[src/rtl/vip_pkg.sv]
// rtl/vip_pkg.sv - shared FSM states and matrix alignment latency for the vip window pipeline
package vip_pkg;

  typedef enum logic [1:0] {
    IDLE   = 2'd0,
    ACTIVE = 2'd1,
    CHECK  = 2'd2
  } vip_state_e;

  // Sync delay of the 3x3 matrix generator; window flags must land on the same cycle.
  localparam int VIP_MATRIX_LAT = 2;

endpackage

[src/rtl/vip_edge_detect.sv]
// rtl/vip_edge_detect.sv - rise/fall pulses of a strobe against its registered previous value
module vip_edge_detect #(
  parameter logic RST_VAL = 1'b0
) (
  input  logic clk,
  input  logic rst_n,
  input  logic d,
  output logic rise,
  output logic fall
);

  logic d_q;

  always_ff @(posedge clk or negedge rst_n) begin
    if (!rst_n) begin
      d_q <= RST_VAL;
    end else begin
      d_q <= d;
    end
  end

  assign rise = d & ~d_q;
  assign fall = ~d & d_q;

endmodule

[src/rtl/vip_matrix_window_ctrl.sv]
// rtl/vip_matrix_window_ctrl.sv - frame/line sequencer qualifying 3x3 windows alongside the matrix generator
module vip_matrix_window_ctrl
  import vip_pkg::*;
#(
  parameter int IMG_WIDTH  = 640,
  parameter int IMG_HEIGHT = 480,
  parameter int COL_W      = 10,
  parameter int ROW_W      = 10
) (
  input  logic             clk,
  input  logic             rst_n,
  input  logic             per_frame_vsync,
  input  logic             per_frame_href,
  input  logic             per_frame_clken,
  output logic             win_valid,
  output logic             win_border,
  output logic [COL_W-1:0] win_col,
  output logic [ROW_W-1:0] win_row,
  output logic             frame_done,
  output logic             line_err,
  output logic             frame_err
);

  localparam int CMP_W = ((COL_W > ROW_W) ? COL_W : ROW_W) + 1;
  localparam logic [CMP_W-1:0] WIDTH_C   = CMP_W'(IMG_WIDTH);
  localparam logic [CMP_W-1:0] HEIGHT_C  = CMP_W'(IMG_HEIGHT);
  localparam logic [CMP_W-1:0] WIDTH_M1  = CMP_W'(IMG_WIDTH - 1);
  localparam logic [CMP_W-1:0] HEIGHT_M1 = CMP_W'(IMG_HEIGHT - 1);
  localparam logic [CMP_W-1:0] TWO       = CMP_W'(2);
  localparam logic [COL_W-1:0] COL_MAX   = '1;
  localparam logic [ROW_W-1:0] ROW_MAX   = '1;

  vip_state_e state, state_nxt;
  logic frame_clr;
  logic vs_rise, vs_fall, hs_fall, unused_hs_rise;
  logic [COL_W-1:0] col_cnt;
  logic [ROW_W-1:0] row_cnt;
  logic [CMP_W-1:0] col_ext, row_ext;
  logic pix_acc, line_end, done_evt, win_ok, border_ok;
  logic s1_valid, s1_border;
  logic [COL_W-1:0] s1_col;
  logic [ROW_W-1:0] s1_row;
  logic [VIP_MATRIX_LAT-1:0] done_pipe;

  // vsync history resets high so a frame already in progress at reset release is not picked up.
  vip_edge_detect #(.RST_VAL(1'b1)) u_vsync_edge (
    .clk  (clk),
    .rst_n(rst_n),
    .d    (per_frame_vsync),
    .rise (vs_rise),
    .fall (vs_fall)
  );

  vip_edge_detect #(.RST_VAL(1'b0)) u_href_edge (
    .clk  (clk),
    .rst_n(rst_n),
    .d    (per_frame_href),
    .rise (unused_hs_rise),
    .fall (hs_fall)
  );

  assign col_ext   = CMP_W'(col_cnt);
  assign row_ext   = CMP_W'(row_cnt);
  assign pix_acc   = (state == ACTIVE) && per_frame_href && per_frame_clken;
  assign line_end  = (state == ACTIVE) && hs_fall;
  assign done_evt  = line_end && (row_ext == HEIGHT_M1);
  assign win_ok    = (row_ext >= TWO) && (col_ext >= TWO) && (row_ext < HEIGHT_C) && (col_ext < WIDTH_C);
  // Centre at (r-1, c-1) touches the image edge when c-1 is 1 or W-2, likewise for rows.
  assign border_ok = (col_ext == TWO) || (col_ext == WIDTH_M1) || (row_ext == TWO) || (row_ext == HEIGHT_M1);

  always_ff @(posedge clk or negedge rst_n) begin
    if (!rst_n) begin
      state <= IDLE;
    end else begin
      state <= state_nxt;
    end
  end

  always_comb begin
    state_nxt = state;
    frame_clr = 1'b0;
    case (state)
      IDLE: begin
        if (vs_rise) begin
          state_nxt = ACTIVE;
          frame_clr = 1'b1;
        end
      end
      ACTIVE: begin
        if (vs_rise || vs_fall) begin
          state_nxt = CHECK;
        end
      end
      CHECK: begin
        if (per_frame_vsync) begin
          state_nxt = ACTIVE;
          frame_clr = 1'b1;
        end else begin
          state_nxt = IDLE;
        end
      end
      default: state_nxt = IDLE;
    endcase
  end

  always_ff @(posedge clk or negedge rst_n) begin
    if (!rst_n) begin
      col_cnt  <= '0;
      row_cnt  <= '0;
      line_err <= 1'b0;
    end else if (frame_clr) begin
      col_cnt  <= '0;
      row_cnt  <= '0;
      line_err <= 1'b0;
    end else if (line_end) begin
      col_cnt <= '0;
      if (row_cnt != ROW_MAX) begin
        row_cnt <= row_cnt + 1'b1;
      end
      if (col_ext != WIDTH_C) begin
        line_err <= 1'b1;
      end
    end else if (pix_acc && (col_cnt != COL_MAX)) begin
      col_cnt <= col_cnt + 1'b1;
    end
  end

  // A clear from CHECK wins over the row check made in the same cycle.
  always_ff @(posedge clk or negedge rst_n) begin
    if (!rst_n) begin
      frame_err <= 1'b0;
    end else if (frame_clr) begin
      frame_err <= 1'b0;
    end else if ((state == CHECK) && (row_ext != HEIGHT_C)) begin
      frame_err <= 1'b1;
    end
  end

  always_ff @(posedge clk or negedge rst_n) begin
    if (!rst_n) begin
      s1_valid   <= 1'b0;
      s1_border  <= 1'b0;
      s1_col     <= '0;
      s1_row     <= '0;
      win_valid  <= 1'b0;
      win_border <= 1'b0;
      win_col    <= '0;
      win_row    <= '0;
      done_pipe  <= '0;
    end else begin
      s1_valid <= pix_acc && win_ok;
      if (pix_acc && win_ok) begin
        s1_border <= border_ok;
        s1_col    <= col_cnt - 1'b1;
        s1_row    <= row_cnt - 1'b1;
      end
      win_valid <= s1_valid;
      if (s1_valid) begin
        win_border <= s1_border;
        win_col    <= s1_col;
        win_row    <= s1_row;
      end
      done_pipe <= {done_pipe[VIP_MATRIX_LAT-2:0], done_evt};
    end
  end

  assign frame_done = done_pipe[VIP_MATRIX_LAT-1];

endmodule

[config.mk]
export PLATFORM = sky130hd
export DESIGN_NAME = vip_matrix_window_ctrl
export DESIGN_NICKNAME = d
export VERILOG_FILES = /design/src/rtl/vip_pkg.sv /design/src/rtl/vip_edge_detect.sv /design/src/rtl/vip_matrix_window_ctrl.sv
export SDC_FILE = /design/constraint.sdc
export NUM_CORES = 1
export LEC_CHECK = 0
export BUFFER_PORTS_ARGS = -buffer_cell sky130_fd_sc_hd__buf_2
export CAP_MARGIN = 20
export CORE_MARGIN = 4
export CORE_UTILIZATION = 59
export CTS_CLUSTER_SIZE = 40
export DETAILED_ROUTE_END_ITERATION = 10
export PLACE_DENSITY = 0.76
export SLEW_MARGIN = 20
export SYNTH_ARGS = -nofsm -noshare
export SYNTH_HDL_FRONTEND = slang
export SYNTH_SLANG_ARGS = --single-unit
[constraint.sdc]
create_clock -name clk -period 2.09 [get_ports clk]
set_input_delay 0 -clock clk [delete_from_list [all_inputs] [get_ports clk]]
set_output_delay 0 -clock clk [all_outputs]
set_load 0.05 [all_outputs]
==> impl_metrics.tcl, run 1 <==
set metrics [dict create \
    worstPathRequired_ps 2350 \
    syn_area_per_cell_um2 11.7 \
    ios 30 \
    crit_path_top_delay_cell "or4_1" \
    vias_per_cell 5.79 \
    async_reset_ff_share_pct 100 \
    diodes 0 \
    yosysWarningCount 0 \
    synth_edf_count 0 \
    fin_crit_sh_pct 91.8 \
    num_rows 27 \
    worst_slew_pin_slew_ps 719 \
    cp_max_fo 8 \
    synthToLayoutAreaGrowth_pct 13.9 \
    clock_path_buffers 2 \
    firstDrtPassIters 4 \
    syn-instance-count 301 \
    via_count 2393 \
    synth_fp_nets 313 \
    dp_hpwl_mm 4.72 \
    antenna_found_initial 0 \
    synth_top_area_share_pct 50.5 \
    clockRootBuffer "clkbuf_8" \
    gr-total-overflow 0 \
    clk_pin_slew_ps 70 \
    die_x_um 85.2 \
    syn_area_um2 3520 \
    wl_per_cell_um 16.0 \
    synth.yosys.seq_area_share_pct 51.2 \
    outcome "finished, final reports clean" \
    path_class "flop to flop" \
    synth.largest_area_cell "dfrtp_1" \
    finClkSkew_ps 3.85 \
    peakVddDrop_v 0.000492 \
    relSlewSlack_pct 51.9 \
    start_util_pct 62.4 \
    final_nets 348 \
    fmax_mhz 521 \
    yosysUniqueCellTypes 52 \
    tns_ps 0 \
    drv_cap 0 \
    cp_slowest_stage_delay_ps 520 \
    clk_latency_ps 340 \
    wl_mm 6.60 \
    cp_data_arrival_time_ps 2170 \
    grt_setup_unrepaired "no" \
    final-setup-viol-count 0 \
    drive_gt1_share_pct 27.9 \
    cts_tree "done" \
    htree_levels 3 \
    hp-class "input port to async pin" \
    ys.flop_type "dfrtp_1" \
    p_total_mw 3.75 \
    fin_crit_ps 1920 \
    cts_setup_buffers 0 \
    grt_pass1_wl_mm 11.7 \
    drtIter0Drc 63 \
    grt.total_usage_pct 20.0 \
    cellLeakagePower_nw 2.01 \
    grt_pass1_vias 2332 \
    end_kind "flop" \
    cp_top_family "simple AND/OR/NAND/NOR gates" \
    die_y_um 85.2 \
    synth_area_leaders "dfrtp_1 50%, mux2_2 6.7%, xnor2_1 3.5%" \
    drc 0 \
    tritoncts_num_sinks 72 \
    ys_seq_elements 72 \
    drv_slew 0 \
    postRouteAntennaNets 0 \
    port_buffers 29 \
    powerDensity_nw_per_um2 935 \
    cts_buffers 9 \
    gp_congestion 0.841 \
    hold_violations 0 \
    crit_buf_inv 0 \
    die-area_um2 7270 \
    grt_start_max_net_pins 46 \
    cp-start-kind "flop" \
    crit_chain "ha_1 -> nand3_1 -> o2111ai_1 -> or4_1 -> a21oi_1" \
    coreArea_um2 5640 \
]
-- routing by layer --
metal | share of wire (%) | vias to the layer above | wire (um) | global-route usage [%]
met4 | 1.7 | 0 | 115 | 5.90
met3 | 4.9 | 15 | 322 | 4.76
li1 | - | 1149 | - | -
met5 | 0 | - | 0 | 0
met2 | 45 | 67 | 2950 | 29.9
met1 | 49 | 1162 | 3210 | 29.1
-- Yosys cell counts (all sizes together), types with 6 or more instances --
| master | number |
|---|---|
| ha | 7 |
| nor3 | 9 |
| inv | 13 |
| clkbuf | 8 |
| mux2 | 39 |
| xor2 | 6 |
| nand2 | 14 |
| a21oi | 7 |
| dfrtp | 71 |
| nor2 | 19 |
| mux2i | 8 |
| buf | 11 |
| nand3 | 12 |
| nand4 | 10 |
| xnor2 | 14 |
-- cell usage in the layout (no fill, tap or decap), types with 12 or more instances in the layout --
cell,Yosys,layout
buf_2,9,29
dfrtp_1,71,71
inv_1,12,12
mux2_2,21,21
nand2_1,14,14
nor2_1,19,19
xnor2_1,14,14
-- worst paths after layout --
path / depth (start not counted) / from / slack, ps / to
min in group clk: 5 / per_frame_clken / 280 / col_cnt[8]
min reg2reg: 0 / done_pipe[0] / 350 / done_pipe[1]
min: 2 / rst_n / 230 / win_col[5]
max reg2reg: 5 / col_cnt[1] / 170 / col_cnt[9]
max: 5 / col_cnt[1] / 170 / col_cnt[9]
max in group asynchronous: 3 / rst_n / 1200 / row_cnt[9]
-- final cells by class --
cell class,instances,area [um2]
Fill cell,417,1630
Sequential cell,72,1800
Inverter,13,51.3
Clock buffer,11,141
Multi-Input combinational cell,197,1570
Tap cell,72,90.1
Timing Repair Buffer,43,270
Clock inverter,5,80.1
-- power breakdown --
part / leakage [nW] / total [mW] / switching [mW] / internal (mW)
clock network: 0.106 / 1.21 / 0.502 / 0.703
registers: 0.983 / 1.64 / 0.123 / 1.52
logic: 0.919 / 0.898 / 0.509 / 0.390
-- worst register-to-register path, cell delays in order, from the launching register on --
cell and delay, ps:
dfrtp_1 460, ha_1 260, nand3_1 170, o2111ai_1 260
or4_1 520, a21oi_1 170
-- state kept, by name, indices dropped and copies added, names as in the netlist, 2 cells and up --
signal / flops
s1_row: 10
done_pipe: 2
row_cnt: 10
s1_col: 10
state: 2
win_col: 10
win_row: 10
col_cnt: 10
-- what timing repair did --
item | in CTS | in global routing
hold endpoints to repair | 28 | 0
gates resized for setup | 0 | 0
hold buffers | 3 | 0
-- per-stage QoR --
stage	util (%)	hold slack (ps)	setup WS (ps)	std cells	instance area, um2
global route	71.0	278	48.4	413	4010
detailed placement	66.6	58.3	211	394	3760
CTS	71.0	231	175	413	4010
global placement	66.6	56.7	303	394	3760
finish	71.0	226	172	413	4010
floorplan	-	-296	244	301	3520
-- cell families after synthesis --
logic type      synth area share (%)
flops                           51.2
xor+xnor                        4.98
fa+ha+maj                       2.49
simple gates                    15.4
compound gates                  6.19
buf+inv                         4.12
mux                             15.6
Note: power is estimated with default switching activity, not from simulation.
==> inputs of run 2 (changes only) <==
- BUFFER_PORTS_ARGS: -buffer_cell sky130_fd_sc_hd__buf_2 -> unset
- CORE_UTILIZATION: 59 -> 61
- DONT_BUFFER_PORTS: unset -> 1
- PLACE_DENSITY: 0.76 -> 0.74
==> run 2 against run 1 <==
Effect of this change: register-to-register slack hardly changed; power is 2.9% lower; sequential cell count did not move; worst setup slack worse by 2.2 ps; worst hold slack got worse by 91 ps; die area fell by 3.0%; via count is 6.7% lower; clock skew up 6.8 ps; final area shrank 3.7%; final cell count shrank 6.8%; combinational power shrank 13%; sequential share of layout area rose by 1.7 points.
==> impl_metrics.tcl, run 2 (synthesis results as in run 1) <==
set metrics [dict create \
    fin_crit_sh_pct 91.9 \
    via_count 2233 \
    postRouteAntennaNets 0 \
    ctsResizeCount 0 \
    wl_met1_mm 3.22 \
    cts_buffers 9 \
    drtIter0Drc 85 \
    cp-startpoint "col_cnt[1]" \
    end_kind "flop" \
    layout_common_cells "71 x dfrtp_1, 21 x mux2_2, 19 x nor2_1" \
    hp-class "input port to flop" \
    gp_congestion 0.847 \
    grt_start_max_net_pins 73 \
    grt.total_usage_pct 20.4 \
    worst_slew_pin_slew_ps 647 \
    cts_tree "done" \
    diodes 0 \
    die_y_um 84.0 \
    clock_path_buffers 2 \
    final-setup-viol-count 0 \
    synthToLayoutAreaGrowth_pct 9.63 \
    cp_top_family "simple AND/OR/NAND/NOR gates" \
    drc 0 \
    coreArea_um2 5540 \
    ios 30 \
    die-area_um2 7050 \
    cp_slowest_stage_delay_ps 530 \
    clk_pin_slew_ps 80 \
    grt_pass1_wl_mm 11.5 \
    rr_worst_depth 5 \
    num_rows 27 \
    r2r_start "col_cnt[1]" \
    crit_buf_inv 0 \
    start_util_pct 63.5 \
    holdPathStages 4 \
    clockRootBuffer "clkbuf_8" \
    worstPathRequired_ps 2370 \
    min_from "per_frame_href" \
    peakVddDrop_v 0.000571 \
    wl_mm 6.50 \
    clk_latency_ps 350 \
    final_util_pct 69.6 \
    firstDrtPassIters 4 \
    grt_pass1_vias 2242 \
    finalNonFillerCells 385 \
    finClkSkew_ps 10.7 \
    timing.rr.end "col_cnt[9]" \
    fin_crit_ps 1920 \
    met3RoutedLength_um 336 \
    cp_max_fo 8 \
    dp_cells 365 \
    tritoncts_num_sinks 72 \
    p_total_mw 3.64 \
    cellLeakagePower_nw 1.85 \
    crit_path_top_delay_cell "or4_1" \
    layout_commonest_cell "dfrtp_1" \
    gr-total-overflow 0 \
    cp-start-kind "flop" \
    drv_cap 0 \
    wl_per_cell_um 16.9 \
    grt_setup_unrepaired "no" \
    drv_slew 0 \
    whs_endpoint "col_cnt[8]" \
    crit_chain "ha_1 -> nand3_1 -> o2111ai_1 -> or4_1 -> a21oi_1" \
    htree_levels 3 \
    maxUsedRoutingLayer "met4" \
    fmax_mhz 521 \
    drive_gt1_share_pct 21.7 \
    post_dp_cell_area_um2 3600 \
    port_buffers 0 \
    relSlewSlack_pct 56.7 \
    final_area_um2 3860 \
    tns_ps 0 \
    dp_hpwl_mm 4.38 \
    final_nets 320 \
    hold_violations 0 \
    r2r_slack_ps 170 \
    antenna_found_initial 0 \
    powerDensity_nw_per_um2 943 \
    path_class "flop to flop" \
    die_x_um 84.0 \
    wl_met2_mm 2.83 \
    outcome "finished, final reports clean" \
    cp_data_arrival_time_ps 2200 \
    vias_per_cell 5.80 \
]
==> run 2: repair_timing <==
action | in CTS | in global routing
hold endpoints to repair | 78 | 0
hold buffers | 4 | 0
setup buffers | 0 | 0
==> run 2: worst max path at each step <==
| stage | cells after the start | end | slack [ps] |
|---|---|---|---|
| detailed placement | 5 | col_cnt[9] | 230 |
| global placement | 5 | s1_col[4] | 280 |
| CTS | 5 | col_cnt[9] | 190 |
| global route | 5 | col_cnt[9] | 50 |
| floorplan | 7 | s1_col[9] | 240 |
| finish | 5 | col_cnt[9] | 170 |
==> run 2: cell type report <==
cell class	count	area, um2
Sequential cell	72	1800
Fill cell	390	1680
Multi-Input combinational cell	197	1570
Timing Repair Buffer	15	140
Clock buffer	9	124
Tap cell	72	90.1
Clock inverter	7	78.8
Inverter	13	51.3
==> run 2: report_power, final <==
part | internal [mW] | switching, mW
clock | 0.561 | 0.563
combinational | 0.372 | 0.409
sequential | 1.52 | 0.216
==> run 2: per-layer routing <==
| layer | track usage, % | vias up |
|---|---|---|
| met5 | 0 | - |
| li1 | - | 1088 |
| met3 | 5.82 | 10 |
| met1 | 29.4 | 1084 |
| met2 | 29.1 | 51 |
| met4 | 8.04 | 0 |
==> run 2: per-stage QoR <==
stage | hold WS [ps] | setup WS, ps
final | 135 | 169
after floorplan | -296 | 244
after detailed placement | -294 | 225
after global placement | -294 | 279
after global routing | 167 | 52.2
after CTS | 125 | 194
==> run 2: tightest hold or removal path, stage by stage <==
cell and delay, ps:
and4b_1 160, buf_4 150, nand4b_1 80, a21oi_1 60
